### src/rtl/map_table_recovery_ctrl_pkg.sv
// Shared definitions for rename map table recovery: state encoding, copy geometry and tag width.
`ifndef CDB_BITS
`define CDB_BITS 7
`endif
`ifndef N_WAY
`define N_WAY 4
`endif

package map_table_recovery_ctrl_pkg;

  typedef enum logic [1:0] {
    IDLE  = 2'd0,
    DRAIN = 2'd1,
    COPY  = 2'd2,
    DONE  = 2'd3
  } recovery_state_t;

  localparam int NUM_REGS_DEF   = 32;
  localparam int COPY_WIDTH_DEF = 4;
  localparam int TAG_BITS       = `CDB_BITS;
  localparam int N_WAY_DEF      = `N_WAY;

endpackage

### src/rtl/map_table_recovery_ctrl_if.sv
// Retire-side recovery bus: flush/retire inputs, architecture-table read port,
// rename map table write port and pipeline hold controls.
interface map_table_recovery_ctrl_if #(
  parameter int NUM_REGS   = map_table_recovery_ctrl_pkg::NUM_REGS_DEF,
  parameter int TAG_BITS   = map_table_recovery_ctrl_pkg::TAG_BITS,
  parameter int COPY_WIDTH = map_table_recovery_ctrl_pkg::COPY_WIDTH_DEF,
  parameter int N_WAY      = map_table_recovery_ctrl_pkg::N_WAY_DEF
);
  localparam int IDX_BITS = $clog2(NUM_REGS);

  logic                                   flush_req;
  logic [N_WAY-1:0]                       ret_valid;
  logic [COPY_WIDTH-1:0][IDX_BITS-1:0]    arch_rd_idx;
  logic [COPY_WIDTH-1:0][TAG_BITS-1:0]    arch_rd_data;
  logic [COPY_WIDTH-1:0]                  rat_wr_en;
  logic [COPY_WIDTH-1:0][IDX_BITS-1:0]    rat_wr_idx;
  logic [COPY_WIDTH-1:0][TAG_BITS-1:0]    rat_wr_tag;
  logic                                   stall;
  logic                                   retire_hold;
  logic                                   freelist_restore;
  logic                                   recovery_done;
  logic                                   busy;

  modport master (
    input  flush_req, ret_valid, arch_rd_data,
    output arch_rd_idx, rat_wr_en, rat_wr_idx, rat_wr_tag,
           stall, retire_hold, freelist_restore, recovery_done, busy
  );

  modport slave (
    output flush_req, ret_valid, arch_rd_data,
    input  arch_rd_idx, rat_wr_en, rat_wr_idx, rat_wr_tag,
           stall, retire_hold, freelist_restore, recovery_done, busy
  );
endinterface

### src/rtl/map_table_recovery_ctrl.sv
// Restores the speculative rename map table from the architectural map table after a flush.
//   state | meaning
//   IDLE  | no recovery in progress, all outputs low
//   DRAIN | one cycle for flush-cycle retire writes to land; free list restore pulse
//   COPY  | COPY_WIDTH entries per cycle copied arch table -> rename map table
//   DONE  | one-cycle recovery_done, pipeline still held
module map_table_recovery_ctrl #(
  parameter int NUM_REGS   = map_table_recovery_ctrl_pkg::NUM_REGS_DEF,
  parameter int TAG_BITS   = map_table_recovery_ctrl_pkg::TAG_BITS,
  parameter int COPY_WIDTH = map_table_recovery_ctrl_pkg::COPY_WIDTH_DEF
) (
  input  logic                       clock,
  input  logic                       reset,
  map_table_recovery_ctrl_if.master  bus
);
  import map_table_recovery_ctrl_pkg::*;

  localparam int                  IDX_BITS = $clog2(NUM_REGS);
  localparam logic [IDX_BITS-1:0] STEP     = IDX_BITS'(COPY_WIDTH);
  localparam logic [IDX_BITS-1:0] LAST_IDX = IDX_BITS'(NUM_REGS - COPY_WIDTH);

  recovery_state_t     state_q, state_d;
  logic [IDX_BITS-1:0] idx_q, idx_d;

  logic [COPY_WIDTH-1:0][IDX_BITS-1:0] idx_lanes;
  logic [COPY_WIDTH-1:0][TAG_BITS-1:0] wr_tag;
  logic [COPY_WIDTH-1:0]               wr_en;
  logic                                hold;
  logic                                fl_restore;
  logic                                done;

  always_ff @(posedge clock) begin
    if (reset) begin
      state_q <= IDLE;
      idx_q   <= '0;
    end else begin
      state_q <= state_d;
      idx_q   <= idx_d;
    end
  end

  always_comb begin
    state_d = state_q;
    idx_d   = idx_q;
    case (state_q)
      IDLE: begin
        if (bus.flush_req) state_d = DRAIN;
      end
      DRAIN: begin
        state_d = COPY;
        idx_d   = '0;
      end
      COPY: begin
        idx_d = idx_q + STEP;
        if (idx_q == LAST_IDX) state_d = DONE;
      end
      DONE: begin
        state_d = IDLE;
      end
      default: begin
        state_d = IDLE;
      end
    endcase
    // A new flush mid-recovery invalidates everything copied so far.
    if (bus.flush_req && (state_q != IDLE)) begin
      state_d = DRAIN;
      idx_d   = '0;
    end
  end

  always_comb begin
    idx_lanes  = '0;
    wr_tag     = '0;
    wr_en      = '0;
    hold       = 1'b0;
    fl_restore = 1'b0;
    done       = 1'b0;
    case (state_q)
      DRAIN: begin
        hold       = 1'b1;
        fl_restore = 1'b1;
      end
      COPY: begin
        hold = 1'b1;
        for (int k = 0; k < COPY_WIDTH; k++) begin
          idx_lanes[k] = idx_q + IDX_BITS'(k);
          wr_tag[k]    = bus.arch_rd_data[k];
          wr_en[k]     = 1'b1;
        end
      end
      DONE: begin
        hold = 1'b1;
        done = 1'b1;
      end
      default: begin
        hold = 1'b0;
      end
    endcase
  end

  assign bus.arch_rd_idx      = idx_lanes;
  assign bus.rat_wr_idx       = idx_lanes;
  assign bus.rat_wr_tag       = wr_tag;
  assign bus.rat_wr_en        = wr_en;
  assign bus.stall            = hold;
  assign bus.retire_hold      = hold;
  assign bus.freelist_restore = fl_restore;
  assign bus.recovery_done    = done;
  assign bus.busy             = (state_q != IDLE);

endmodule

### src/flat_wrapper.sv
// flat-port wrapper written by rule: the top's interface ports become plain ports
module map_table_recovery_ctrl_flat import map_table_recovery_ctrl_pkg::*;
#(
  parameter int NUM_REGS   = map_table_recovery_ctrl_pkg::NUM_REGS_DEF,
  parameter int TAG_BITS   = map_table_recovery_ctrl_pkg::TAG_BITS,
  parameter int COPY_WIDTH = map_table_recovery_ctrl_pkg::COPY_WIDTH_DEF
)
  (clock, reset, bus_flush_req, bus_ret_valid, bus_arch_rd_data, bus_arch_rd_idx, bus_rat_wr_en, bus_rat_wr_idx, bus_rat_wr_tag, bus_stall, bus_retire_hold, bus_freelist_restore, bus_recovery_done, bus_busy);
  map_table_recovery_ctrl_if #(.NUM_REGS(NUM_REGS), .TAG_BITS(TAG_BITS), .COPY_WIDTH(COPY_WIDTH)) bus_i ();
  input  logic clock;
  input  logic reset;
  input wire logic [$bits(bus_i.flush_req)-1:0] bus_flush_req;
  input wire logic [$bits(bus_i.ret_valid)-1:0] bus_ret_valid;
  input wire logic [$bits(bus_i.arch_rd_data)-1:0] bus_arch_rd_data;
  output wire logic [$bits(bus_i.arch_rd_idx)-1:0] bus_arch_rd_idx;
  output wire logic [$bits(bus_i.rat_wr_en)-1:0] bus_rat_wr_en;
  output wire logic [$bits(bus_i.rat_wr_idx)-1:0] bus_rat_wr_idx;
  output wire logic [$bits(bus_i.rat_wr_tag)-1:0] bus_rat_wr_tag;
  output wire logic [$bits(bus_i.stall)-1:0] bus_stall;
  output wire logic [$bits(bus_i.retire_hold)-1:0] bus_retire_hold;
  output wire logic [$bits(bus_i.freelist_restore)-1:0] bus_freelist_restore;
  output wire logic [$bits(bus_i.recovery_done)-1:0] bus_recovery_done;
  output wire logic [$bits(bus_i.busy)-1:0] bus_busy;
  assign bus_i.flush_req = bus_flush_req;
  assign bus_i.ret_valid = bus_ret_valid;
  assign bus_i.arch_rd_data = bus_arch_rd_data;
  assign bus_arch_rd_idx = bus_i.arch_rd_idx;
  assign bus_rat_wr_en = bus_i.rat_wr_en;
  assign bus_rat_wr_idx = bus_i.rat_wr_idx;
  assign bus_rat_wr_tag = bus_i.rat_wr_tag;
  assign bus_stall = bus_i.stall;
  assign bus_retire_hold = bus_i.retire_hold;
  assign bus_freelist_restore = bus_i.freelist_restore;
  assign bus_recovery_done = bus_i.recovery_done;
  assign bus_busy = bus_i.busy;
  map_table_recovery_ctrl #(.NUM_REGS(NUM_REGS), .TAG_BITS(TAG_BITS), .COPY_WIDTH(COPY_WIDTH)) u_core (.clock(clock), .reset(reset), .bus(bus_i));
endmodule
### config.mk
export PLATFORM = sky130hd
export DESIGN_NAME = map_table_recovery_ctrl_flat
export DESIGN_NICKNAME = d
export VERILOG_FILES = /design/src/rtl/map_table_recovery_ctrl_pkg.sv /design/src/rtl/map_table_recovery_ctrl_if.sv /design/src/rtl/map_table_recovery_ctrl.sv /design/src/flat_wrapper.sv
export SDC_FILE = /design/constraint.sdc
export NUM_CORES = 1
export LEC_CHECK = 0
export ABC_AREA = 1
export CAP_MARGIN = 10
export CORE_MARGIN = 1
export CORE_UTILIZATION = 28
export CTS_CLUSTER_SIZE = 10
export DETAILED_ROUTE_END_ITERATION = 8
export HOLD_SLACK_MARGIN = 0.06
export PLACE_DENSITY = 0.92
export SLEW_MARGIN = 5
export SYNTH_ARGS = -nofsm -noshare
export SYNTH_HDL_FRONTEND = slang
export SYNTH_SLANG_ARGS = --single-unit
### constraint.sdc
create_clock -name clock -period 4.6 [get_ports clock]
set_clock_uncertainty 0.1 [all_clocks]
set_input_delay 0.46 -clock clock [delete_from_list [all_inputs] [get_ports clock]]
set_output_delay 0.46 -clock clock [all_outputs]
set_load 0.02 [all_outputs]
-- Yosys cells after proc, flatten, opt, wreduce, memory -nomap -nowiden
Cells that the tools add are included.
- flip-flop bits (word level): 7
- latch bits: 0
- bits in writable memories: 0
- memory bits (read-only): 0
- input port bits: 35
- output and inout bits: 77
- word-level logic and storage cells: 34
- memories: 0
- add/sub/neg operators: 4
- $mul: 0
- divide/modulo/power cells: 0
- $lt $le $gt $ge: 0
- eq/ne operators: 8
- shifts and indexed selects: 0
- mux-type cells: 11
- bitwise operators: 0
- reduce and logical (&&, ||, !) cells: 8
- operators by type and width (kind ; number):
    $mux W28 ; 1
    $mux W20 ; 1
    $add A5 B2 Y5 const B ; 2
    $pmux W5 S2 ; 1
    $pmux W2 S4 ; 1
    $add A5 B1 Y5 const B ; 1
    $add A5 B3 Y5 const B ; 1
    $eq A5 B5 Y1 const B ; 1
    $eq A2 B2 Y1 const B ; 2
    $mux W1 ; 4
    $mux W2 ; 2
    $mux W4 ; 1
    $reduce_and A2 Y1 ; 2
    $reduce_bool A2 Y1 ; 2
    $ne A3 B1 Y1 const B ; 1
    $ne A3 B2 Y1 const B ; 1
    $reduce_or A3 Y1 ; 1
    $eq A2 B1 Y1 const B ; 1
    $logic_not A2 Y1 ; 1
    $ne A2 B1 Y1 const B ; 1
    $ne A2 B2 Y1 const B ; 1
    $reduce_or A2 Y1 ; 1
    $logic_and A1 B1 Y1 ; 1

-- Depth between registers and ports, before layout
- depth in word-level cells: 4
- depth in mapped cells: 8
- mapped depth without buffers: 8

-- Worst setup path before layout
OpenSTA, ideal clock, no wires.
- path kind: register to output
- from: register u_core.state_q[0]
- to: output bus_arch_rd_idx[12]
- arrival: 1624 ps
- data required time: 4040 ps
- slack: 2416 ps
- stages on the path, launching flop included: 8
- buffers on the path: 3
- cells stage by stage: dfxtp_1 -> inv_1 -> ha_1 -> buf_6 -> buf_4 -> nand2_1 -> inv_1 -> buf_4
- word-level cells in the longest chain between the ends: 2
- ends and longest elaborated chain (element ; RTL line ; text):
    start, declared ; map_table_recovery_ctrl.sv:22 ; recovery_state_t state_q, state_d;
    start signal, assigned ; map_table_recovery_ctrl.sv:37 ; state_q <= state_d;
    $eq A2 B2 Y1 ; map_table_recovery_ctrl.sv:78 ; case (state_q)
    $mux W20 ; map_table_recovery_ctrl.sv:78 ;
    end, declared ; flat_wrapper.sv:15 ; output wire logic [$bits(bus_i.arch_rd_idx)-1:0] bus_arch_rd_idx;
Every way passes these cells.

-- Final worst setup path
- from: register u_core.state_q[0]
- to: output bus_rat_wr_tag[21]
- word-level cells in the longest chain between the ends: 2
- ends and longest elaborated chain (element ; RTL line ; text):
    $eq A2 B2 Y1 ; map_table_recovery_ctrl.sv:78 ;
    $mux W28 ; map_table_recovery_ctrl.sv:78 ;
    end, declared ; flat_wrapper.sv:18 ; output wire logic [$bits(bus_i.rat_wr_tag)-1:0] bus_rat_wr_tag;
Every way passes these cells.

==> impl_metrics.env <==
export IMPL_drive_above_1_share=0.05093
export IMPL_wl_met2_mm=1.067
export IMPL_start_util=0.2934
export IMPL_vias_per_cell=3.985
export IMPL_cts_buffer_depth=2
export IMPL_drtAntennaViolNets=0
export IMPL_routed_top_layer="met4"
export IMPL_hpwl_mm=1.824
export IMPL_run_status="finished clean"
export IMPL_tns_ns=0
export IMPL_powerDensity_nw_per_um2=401.3
export IMPL_ys_warnings_count=0
export IMPL_slew_violations=0
export IMPL_die_area_sq_um=3430
export IMPL_min_period_ns=2.889
export IMPL_finalSetupViolCount=0
export IMPL_track_usage=0.1147
export IMPL_die_h_um=58.57
export IMPL_cp_arrival_ns=2.33
export IMPL_cts_hold_buf=0
export IMPL_cts_htree_levels=1
export IMPL_path_cells="inv_1 -> ha_1 -> buf_4 -> nand2_1 -> inv_1 -> clkdlybuf4s50_1"
export IMPL_period_share=0.6281
export IMPL_routedLengthMet1_um=734
export IMPL_fillCellCount=292
export IMPL_leakage_nw=0.9188
export IMPL_cp_start_kind="flop"
export IMPL_via_count=1036
export IMPL_cpLargestDelayFamily="buffers and inverters"
export IMPL_avgSynthCellArea_sq_um=6.094
export IMPL_yosys_area_top_type="buf_4"
export IMPL_finalHoldViolations=0
export IMPL_hold_path_class="reg -> reg"
export IMPL_cpMostUsedCell="inv_1"
export IMPL_syn_inst=147
export IMPL_cts_resized=0
export IMPL_rows=20
export IMPL_yosys_area_top_type_share=0.3436
export IMPL_grt_antenna_before_repair=0
export IMPL_root_buffer="clkbuf_4"
export IMPL_ys_top_cells_by_area="buf_4, inv_1, nand2_1"
export IMPL_syn_area_sq_um=895.9
export IMPL_fmax_ghz=0.3461
export IMPL_crit_path_max_incr_delay_ns=0.60
export IMPL_numPortBuffers=99
export IMPL_synth_distinct_cells=15
export IMPL_grt_setup_unrepaired="false"
export IMPL_globalplace_congestion=0.7684
export IMPL_layout_common_cells="clkdlybuf4s50_1, inv_1, nand2_1"
export IMPL_cts_sinks=5
export IMPL_crit_path_top_delay_cell="clkdlybuf4s50_1"
export IMPL_synth_seq_area_share=0.1117
export IMPL_grt_pass1_vias=829
export IMPL_cts_tree="done"
export IMPL_grt_max_degree=30
export IMPL_tightest_slew_ns=0.5288
export IMPL_clk_latency_ns=0.25
export IMPL_power_mw=0.6754
export IMPL_crit_fanout=29
export IMPL_wl_per_cell_um=7.992
export IMPL_synth_seq_cells=5
export IMPL_drt_pass1_iter_count=4
export IMPL_nets=259
export IMPL_cts_setup_buffers=0
export IMPL_cts_buffers_inserted=3
export IMPL_critPathCaptureType="output port"
export IMPL_ir_worst_vdd_uv=190.6
export IMPL_layout_commonest_cell="clkdlybuf4s50_1"
export IMPL_worstSetupPathType="reg -> out"
export IMPL_routed_wl_met3_um=252
export IMPL_wirelength_mm=2.078
export IMPL_clk_pin_slew_ns=0.05
export IMPL_overflow=0
export IMPL_drt_iter0_drc=9
export IMPL_cp_num_buf_inv=4
export IMPL_slew_headroom=0.6475
export IMPL_diodes=0
export IMPL_drv_cap=0
export IMPL_cp_required_ns=4.04
export IMPL_final_util=0.5512
export IMPL_synthToLayoutAreaGrowth_pct=87.85
export IMPL_drc_errors=0
export IMPL_grt_pass1_wl_mm=3.180
export IMPL_dieWidth_um=58.57
export IMPL_io_pins=112
export IMPL_core_area_sq_um=3053
[flip-flops by register name (all words and copies together) (netlist names)]
| signal | count |
|---|---|
| u_core.idx_q | 3 |
| u_core.state_q | 2 |
[tightest hold or removal path: stages, from the launching register on]
cell and delay [ns]:
dfxtp_1 0.33, nand2_1 0.07, a21oi_1 0.06
[final cells by class]
class | count | area [sq um] | share of cell area
Multi-Input combinational cell | 66 | 349.1 | 0.2074
Timing Repair Buffer | 100 | 998.5 | 0.5933
Clock buffer | 4 | 26.28 | 0.01561
Inverter | 41 | 153.9 | 0.09145
Tap cell | 44 | 55.05 | 0.03271
Sequential cell | 5 | 100.1 | 0.05948
[synthesized netlist by cell type, drive strengths merged]
master	count
nand2	41
or2	1
dfxtp	5
ha	7
conb	1
buf	42
a211oi	1
inv	41
nand3	3
a21oi	5
[worst paths after layout]
kind                                         from                 end  slack, ns  depth (start not counted)
worst max-delay path            u_core.state_q[0]  bus_rat_wr_tag[21]       1.71                          6
worst min register to register    u_core.idx_q[3]     u_core.idx_q[3]       0.41                          2
worst max register to register  u_core.state_q[0]   u_core.state_q[0]       2.80                          6
worst min-delay path              u_core.idx_q[3]     u_core.idx_q[3]       0.41                          2
[cell families after synthesis]
group           synth area share
buf+inv                   0.5279
simple gates              0.2123
fa+ha+maj                0.09776
compound gates           0.04609
flops                     0.1117
other cells             0.004186
[metal layers]
metal,GRT usage,vias up
li1,-,505
met1,0.1160,450
met2,0.2299,77
met3,0.01978,4
met4,0.04422,0
met5,0,-
[stage by stage]
stage          instances  hold WS (ns)  setup WS (ns)  cell area (sq um)
2_1_floorplan        154        0.3592          2.416              922.1
3_3_place_gp         256        0.3803          1.960               1657
3_5_place_dp         256        0.3959          1.952               1657
4_1_cts              260        0.4013          1.686               1683
5_1_grt              260        0.4143          1.526               1683
6_report             260        0.4076          1.711               1683
[power breakdown]
| part | internal [mW] | leakage (nW) | switching (mW) | total [mW] |
|---|---|---|---|---|
| logic | 0.254 | 0.863 | 0.306 | 0.560 |
| registers | 0.0529 | 0.0407 | 0.00924 | 0.0621 |
| clock network | 0.0329 | 0.0150 | 0.0199 | 0.0529 |
Power figures use the tool's default switching activity.
